`src/rtl/cd_pkg.sv`:
```
// Shared constants and state encoding for the clock-divider limit control path.
package cd_pkg;
  localparam int CLK_MAX_WIDTH  = 32;
  localparam int CD_TIMEOUT_DEF = 1024;

  typedef enum logic [1:0] {IDLE, WAIT_EDGE, COMMIT} cd_lim_state_t;
endpackage

```
`src/rtl/cd_timeout_cnt.sv`:
```
// Clear/enable counter with a terminal-count flag at TIMEOUT-1; bounds the wait for a divider edge.
module cd_timeout_cnt import cd_pkg::*; #(
  parameter int TIMEOUT = CD_TIMEOUT_DEF
) (
  input  logic clk,
  input  logic rst_n,
  input  logic clr,
  input  logic en,
  output logic tc
);
  localparam int W = $clog2(TIMEOUT) + 1;
  localparam logic [W-1:0] TC_VAL = W'(TIMEOUT - 1);

  logic [W-1:0] cnt;

  always_ff @(posedge clk or negedge rst_n) begin
    if (!rst_n)   cnt <= '0;
    else if (clr) cnt <= '0;
    else if (en)  cnt <= cnt + W'(1);
  end

  assign tc = (cnt == TC_VAL);
endmodule

```
`src/rtl/cd_limit_ctrl.sv`:
```
// Range-checks divider limit requests and commits them just after a divided-clock toggle, or on timeout.
// Optional build macro: CD_LIMIT_CLAMP_EN (clamp out-of-range requests instead of rejecting them).
module cd_limit_ctrl import cd_pkg::*; #(
  parameter int               WIDTH         = CLK_MAX_WIDTH,
  parameter logic [WIDTH-1:0] MIN_LIMIT     = WIDTH'(1),
  parameter logic [WIDTH-1:0] MAX_LIMIT     = '1,
  parameter logic [WIDTH-1:0] DEFAULT_LIMIT = WIDTH'(2),
  parameter int               TIMEOUT       = CD_TIMEOUT_DEF
) (
  input  logic             clk,
  input  logic             rst_n,
  input  logic             req_valid,
  input  logic [WIDTH-1:0] req_limit,
  output logic             req_ready,
  input  logic             clkout_fb,
  output logic [WIDTH-1:0] limit,
  output logic             busy,
  output logic             upd_done,
  output logic             upd_forced,
  output logic             err
);
`ifdef CD_LIMIT_CLAMP_EN
  localparam bit CLAMP = 1'b1;
`else
  localparam bit CLAMP = 1'b0;
`endif

  cd_lim_state_t    state;
  logic [WIDTH-1:0] shadow;
  logic [WIDTH-1:0] acc_val;
  logic             clkout_q, tog, tc, forced_q;
  logic             hs, under, over, in_range;

  // Bounds equal to the type limits are skipped so no always-true compare is built.
  generate
    if (MIN_LIMIT == '0) begin : g_no_min
      assign under = 1'b0;
    end else begin : g_min
      assign under = (req_limit < MIN_LIMIT);
    end
    if (MAX_LIMIT == '1) begin : g_no_max
      assign over = 1'b0;
    end else begin : g_max
      assign over = (req_limit > MAX_LIMIT);
    end
  endgenerate

  assign in_range = !under && !over;
  assign hs       = req_valid && req_ready;
  assign tog      = clkout_fb ^ clkout_q;
  // Only reaches shadow when in range, unless clamping is built in.
  assign acc_val  = under ? MIN_LIMIT : (over ? MAX_LIMIT : req_limit);

  cd_timeout_cnt #(.TIMEOUT(TIMEOUT)) u_tmo (
    .clk   (clk),
    .rst_n (rst_n),
    .clr   (state != WAIT_EDGE),
    .en    (state == WAIT_EDGE),
    .tc    (tc)
  );

  always_ff @(posedge clk or negedge rst_n) begin
    if (!rst_n) begin
      state      <= IDLE;
      shadow     <= '0;
      limit      <= DEFAULT_LIMIT;
      clkout_q   <= 1'b0;
      forced_q   <= 1'b0;
      req_ready  <= 1'b1;
      busy       <= 1'b0;
      upd_done   <= 1'b0;
      upd_forced <= 1'b0;
      err        <= 1'b0;
    end else begin
      clkout_q   <= clkout_fb;
      upd_done   <= 1'b0;
      upd_forced <= 1'b0;
      err        <= 1'b0;
      case (state)
        IDLE: if (hs) begin
          err <= !in_range;
          if (in_range || CLAMP) begin
            shadow    <= acc_val;
            state     <= WAIT_EDGE;
            req_ready <= 1'b0;
            busy      <= 1'b1;
          end
        end
        // A toggle wins over a simultaneous timeout.
        WAIT_EDGE: if (tog || tc) begin
          forced_q <= !tog;
          state    <= COMMIT;
        end
        COMMIT: begin
          limit      <= shadow;
          upd_done   <= 1'b1;
          upd_forced <= forced_q;
          req_ready  <= 1'b1;
          busy       <= 1'b0;
          state      <= IDLE;
        end
        default: state <= IDLE;
      endcase
    end
  end
endmodule

```
`config.mk`:
```
export PLATFORM = sky130hd
export DESIGN_NAME = cd_limit_ctrl
export DESIGN_NICKNAME = d
export VERILOG_FILES = /design/src/rtl/cd_pkg.sv /design/src/rtl/cd_timeout_cnt.sv /design/src/rtl/cd_limit_ctrl.sv
export SDC_FILE = /design/constraint.sdc
export NUM_CORES = 1
export LEC_CHECK = 0
export ABC_AREA = 1
export BUFFER_PORTS_ARGS = -buffer_cell sky130_fd_sc_hd__buf_2
export CORE_UTILIZATION = 35
export DETAILED_ROUTE_END_ITERATION = 10
export HOLD_SLACK_MARGIN = 0.06
export PLACE_DENSITY = 0.57
export SLEW_MARGIN = 20
export SYNTH_ARGS = -nofsm -noshare
export SYNTH_HDL_FRONTEND = slang
export SYNTH_SLANG_ARGS = --single-unit
```
`constraint.sdc`:
```
create_clock -name clk -period 1.5 [get_ports clk]
set_input_delay 0.3 -clock clk [delete_from_list [all_inputs] [get_ports clk]]
set_output_delay 0.3 -clock clk [all_outputs]
set_load 0.01 [all_outputs]
```
==> run metrics, run 1 <==
outcome finished, final reports clean; first-pass GRT wire length 12600 um; area delta synth->final 26.1%; Yosys top cell by area dfrtp_1; # placed instances 603; Syn Inst Count 403; Net count, final 525; diode count 0; drt initial violations 105; GRT Util Overall 16.1%; largest net degree at the start of global routing 37; crit-path max FO 3; Syn Nets 440; FP Rows 35; Slew headroom 59.2%; Die Wd 101 um; CTS buffer count 9; Synth Register Bits 84; critical path class reg2reg; Final Hold Slack 84.4 ps; synth unique cells 21; VDD IR max 763 uV; clk buf depth 2; Syn. warnings 0; synthesized area 3440 um^2; minimum clock period after layout 1380 ps; Hold Crit Depth 1; drt total wl 7450 um; initial antenna violation count 0; Seq/Total Area, Yosys 61.1%; clk sink count 84; die area 10200 um^2; Routed Antenna Nets 0; final setup fails 0; crit end category flop; IO Port Bufs 72; Final Cycle Share 92.3%; CTS root buf clkbuf_8; RePlAce Congestion 0.789; post-DR wirelength/cell 12.0 um; share of layout cells above drive strength 1 24.2%; HP Class in2reg; via count 2800; Final Slew Violations 0; clk slew on worst S/H paths 80 ps; CP required 1730 ps; HPWL after detailed placement 5230 um; IO Pins 73; synthesized area per cell 8.54 um^2; area fraction of the dominant cell type after synthesis 59.6%; grt total ovfl 0; Final Hold Fails 0; Worst Tran Pin Value 611 ps; Via density 4.51; top cells by area, synth dfrtp_1 (60%), nand2_1 (21%), nand3_1 (5.5%); Clock Skew 4.61 ps; number of H-tree levels 3; R2R cell count 9; critical path data arrival time 1610 ps; Pleak 0.00238 uW; First-pass DRT Iterations 4; RSZ-0062 raised after global routing yes; vias in the first global route 2653; CP startpoint kind flop; achievable clock frequency 723 MHz; initial core utilization 36.7%; worst skew pair latency 350 ps; Final Non-Filler Cells 621; max-cap violations 0; Total Power 7620 uW; Core Region 9370 um^2; DRC violations left 0; CTS tree built; die height 101 um; Pwr Density 1760 nW/um^2
metrics by stage:
step | utilization (%) | area, um^2 | setup WS [ps] | TNS (ps)
after floorplan | - | 3440 | 134 | 0
after global placement | 43.1 | 4040 | 54.8 | 0
after detailed placement | 43.1 | 4040 | 53.4 | 0
after CTS | 45.8 | 4290 | 38.1 | 0
after global routing | 46.3 | 4340 | -8.24 | -8.24
final | 46.3 | 4340 | 116 | 0
worst paths after layout:
path | startpoint | to | slack, ps
worst max-delay path | u_tmo.cnt[0]$_DFF_PN0_ | u_tmo.cnt[10]$_DFF_PN0_ | 120
worst min-delay path | clkout_fb | clkout_q$_DFF_PN0_ | 80
worst max register to register | u_tmo.cnt[0]$_DFF_PN0_ | u_tmo.cnt[10]$_DFF_PN0_ | 120
worst min register to register | limit[1]$_DFFE_PN1P_ | limit[1]$_DFFE_PN1P_ | 470
max in group asynchronous | rst_n | limit[1]$_DFFE_PN1P_ | 620
min in group asynchronous | rst_n | limit[25]$_DFFE_PN0P_ | 360
power by group:
group / switching, uW / internal [uW] / total (uW)
Sequential: 435 / 3120 / 3550
Clock: 784 / 1140 / 1930
Combinational: 1280 / 869 / 2150
cells by family after synthesis:
kind of cell | count (synthesis) | share of synthesized area (%)
simple gates | 268 | 31.2
flops | 84 | 61.1
buf+inv | 36 | 4.76
fa+ha+maj | 1 | 0.363
xor+xnor | 2 | 0.509
compound gates | 12 | 2.07
cells in the mapped netlist:
| cell type | count |
|---|---|
| nand2_1 | 189 |
| o21ai_0 | 4 |
| nor2_2 | 5 |
| dfrtp_1 | 82 |
| clkbuf_1 | 7 |
| nor3_1 | 4 |
| o21ai_1 | 1 |
| o21ai_4 | 1 |
| a21oi_1 | 6 |
| nor2_1 | 31 |
| dfstp_2 | 2 |
| buf_2 | 5 |
| inv_1 | 19 |
| buf_6 | 3 |
| nand2_2 | 1 |
| inv_2 | 1 |
| nand3_1 | 38 |
| clkinv_1 | 1 |
| xnor2_1 | 1 |
| xor2_1 | 1 |
| ha_1 | 1 |
metal layers:
layer | vias to the layer above | global-route usage [%] | routed length (um)
met5 | - | 0 | 0
met4 | 0 | 7.69 | 149
met3 | 13 | 2.55 | 313
met2 | 69 | 24.9 | 3390
met1 | 1306 | 22.4 | 3590
li1 | 1412 | - | -
flip-flops by register name, summed over array words and instances, names as in the netlist:
register and count:
state 2, limit 32, forced_q 1, err 1, shadow 32, clkout_q 1
busy 1, upd_forced 1, upd_done 1, req_ready 1, u_tmo.cnt 11
worst max-delay path, cell delays in order (launching register included):
cell and delay [ps]:
dfrtp_1 380, ha_2 190, nand2_2 70, nor2_4 120, nand2_2 80, nor2_4 130
buf_6 100, nand3_1 60, nand2_1 70, a21oi_1 60
layout by cell type (no fill, tap or decap), types with 2 or more instances in the layout:
cell type and n:
nand3_1 38, buf_4 12, nand2_2 5, buf_12 4, nor2_2 3, o21ai_0 4, clkbuf_8 10, inv_1 19
dfstp_2 2, nor3_1 4, nand2_1 184, bufinv_16 3, dfrtp_1 82, buf_2 71, nor2_4 3, nor2_1 30
a21oi_1 6
layout make-up:
| cell class | instances | area [um^2] |
|---|---|---|
| clock buffers | 11 | 141 |
| clock inverters | 4 | 97.6 |
| well taps | 129 | 161 |
| inverters | 21 | 78.8 |
| fillers | 981 | 5030 |
| repair buffers | 89 | 547 |
| multi-input cells | 283 | 1210 |
| flip-flops and latches | 84 | 2100 |
timing repair:
item	4_1_cts	5_1_grt
hold endpoints to repair	16	0
setup endpoints to repair	0	4
hold buffers	1	0
gates resized for setup	0	11
setup buffers	0	2
Power figures use the tool's default switching activity.
==> inputs of run 2 (changes only) <==
GPL_TIMING_DRIVEN = 0   (was not set)
PLACE_DENSITY = not set   (was 0.57)
PLACE_DENSITY_LB_ADDON = 0.2   (was not set)
==> run 2 against run 1 <==
- utilization is 0.64 points lower
- fmax decreased by 2.9%
- combinational power hardly changed
- global-route usage rose by 0.16 points
- critical path depth grew 1
- sequential share of layout area is 0.68 points higher
- worst setup slack got worse by 42 ps
- routed wire length increased by 0.74%
==> run metrics, run 2 (same netlist as run 1, synthesis figures left out) <==
Final Hold Slack 89.4 ps; initial core utilization 36.7%; Net count, final 527; CTS root buf clkbuf_8; critical path data arrival time 1660 ps; final setup fails 0; GR Layer Usage met1 22.4%; RSZ-0062 raised after global routing yes; DRC violations left 0; drt total wl 7500 um; GRT Util Overall 16.3%; drt initial violations 77; Pwr Density 1730 nW/um^2; HPWL after detailed placement 5280 um; IO Port Bufs 72; Worst Tran Pin Value 479 ps; layer with the highest usage met2; met2 usage 25.2%; Clock Skew 3.47 ps; CTS tree built; clk sink count 84; die height 101 um; via count 2743; RePlAce Congestion 0.715; Top delay family on crit path simple AND/OR/NAND/NOR gates; most frequent CP cell nand2_2; diode count 0; CP required 1730 ps; Via density 4.40; Setup TNS 0 ps; Final Hold Fails 0; met3 usage 4.07%; post-DR wirelength/cell 12.0 um; Routed Antenna Nets 0; IO Pins 73; First-pass DRT Iterations 4; clk buf depth 2; DP Worst Slack -47.1 ps; max incr delay on CP 370 ps; final core utilization 45.7%; Core Region 9370 um^2; critical path's slowest cell dfrtp_1; WP buf/inv 0; max-cap violations 0; vias in the first global route 2673; Slew headroom 68.1%; worst skew pair latency 340 ps; initial antenna violation count 0; critical path class reg2reg; setup ws final 74.6 ps; top flop regs limit: 32 flops, shadow: 32 flops, u_tmo.cnt: 11 flops; FILL cells 1001; die area 10200 um^2; achievable clock frequency 702 MHz; VDD IR max 739 uV; number of H-tree levels 3; CP startpoint kind flop; Final Cycle Share 95.0%; first-pass GRT wire length 12800 um; most frequent cells in the layout nand2_1 (184), dfrtp_1 (82), buf_2 (76); Die Wd 101 um; largest net degree at the start of global routing 56; HP Class in2reg; CP Cell Sequence ha_2 > nand2_2 > nor2_4 > nand2_4 > nor2_4 > nand2_2 > nand2_2 > nand2_2 > nand2_1 > nand2_1; DP Area 4000 um^2; clk slew on worst S/H paths 80 ps; crit-path max FO 3; area delta synth->final 24.4%; crit end category flop; minimum clock period after layout 1430 ps; Final Slew Violations 0; CTS buffer count 9; outcome finished, final reports clean; most common cell after layout, fill and taps aside nand2_1; FP Rows 35; grt total ovfl 0; share of layout cells above drive strength 1 24.2%; Pleak 0.00237 uW; fin area 4280 um^2
[run 2: cell types whose count changed in the layout (fill, tap and decap cells not counted), sizes merged]
cell / change
buf: -5
bufinv: -1
clkbuf: +8
inv: +1
[run 2: per-stage QoR]
stage / total power (uW) / std cells
global route: 8040 / 624
CTS: 7540 / 622
finish: 7430 / 624
detailed placement: 5740 / 605
global placement: 5680 / 604
floorplan: 4870 / 403
[run 2: where the power goes]
part	leakage (uW)	total [uW]	internal [uW]	switching (uW)
sequential	0.00107	3550	3120	431
combinational	0.00119	2130	839	1290
clock	0.000107	1750	983	770
total	0.00237	7430	4940	2490
[run 2: layer usage]
layer	share of wire (%)	wire (um)
met4	1.2	93
met3	5.0	372
met5	0	0
met2	44	3270
met1	50	3760
[run 2: timing repair]
item,in CTS,in global routing
pin swaps,0,6
setup endpoints to repair,20,31
endpoints found under the hold margin,29,0
setup buffers,0,2
gates resized for setup,3,16
hold buffers,1,0
[run 2: final timing paths]
check | from | endpoint | slack, ps | cells past startpoint
worst max-delay path | u_tmo.cnt[0]$_DFF_PN0_ | forced_q$_DFFE_PN0P_ | 70 | 10
worst min-delay path | clkout_fb | clkout_q$_DFF_PN0_ | 90 | 1
worst max register to register | u_tmo.cnt[0]$_DFF_PN0_ | forced_q$_DFFE_PN0P_ | 70 | 10
worst min register to register | u_tmo.cnt[0]$_DFF_PN0_ | u_tmo.cnt[0]$_DFF_PN0_ | 470 | 1
max in group asynchronous | rst_n | limit[1]$_DFFE_PN1P_ | 420 | 3
min in group asynchronous | rst_n | u_tmo.cnt[8]$_DFF_PN0_ | 440 | 2
[run 2: cell type report]
cell class / instances / area (um^2) / share of cell area [%]
Sequential cell: 84 / 2100 / 49.1
Multi-Input combinational cell: 283 / 1210 / 28.4
Timing Repair Buffer: 76 / 415 / 9.70
Tap cell: 129 / 161 / 3.77
Clock buffer: 12 / 145 / 3.39
Buffer: 15 / 90.1 / 2.10
Inverter: 21 / 78.8 / 1.84
Clock inverter: 4 / 72.6 / 1.69
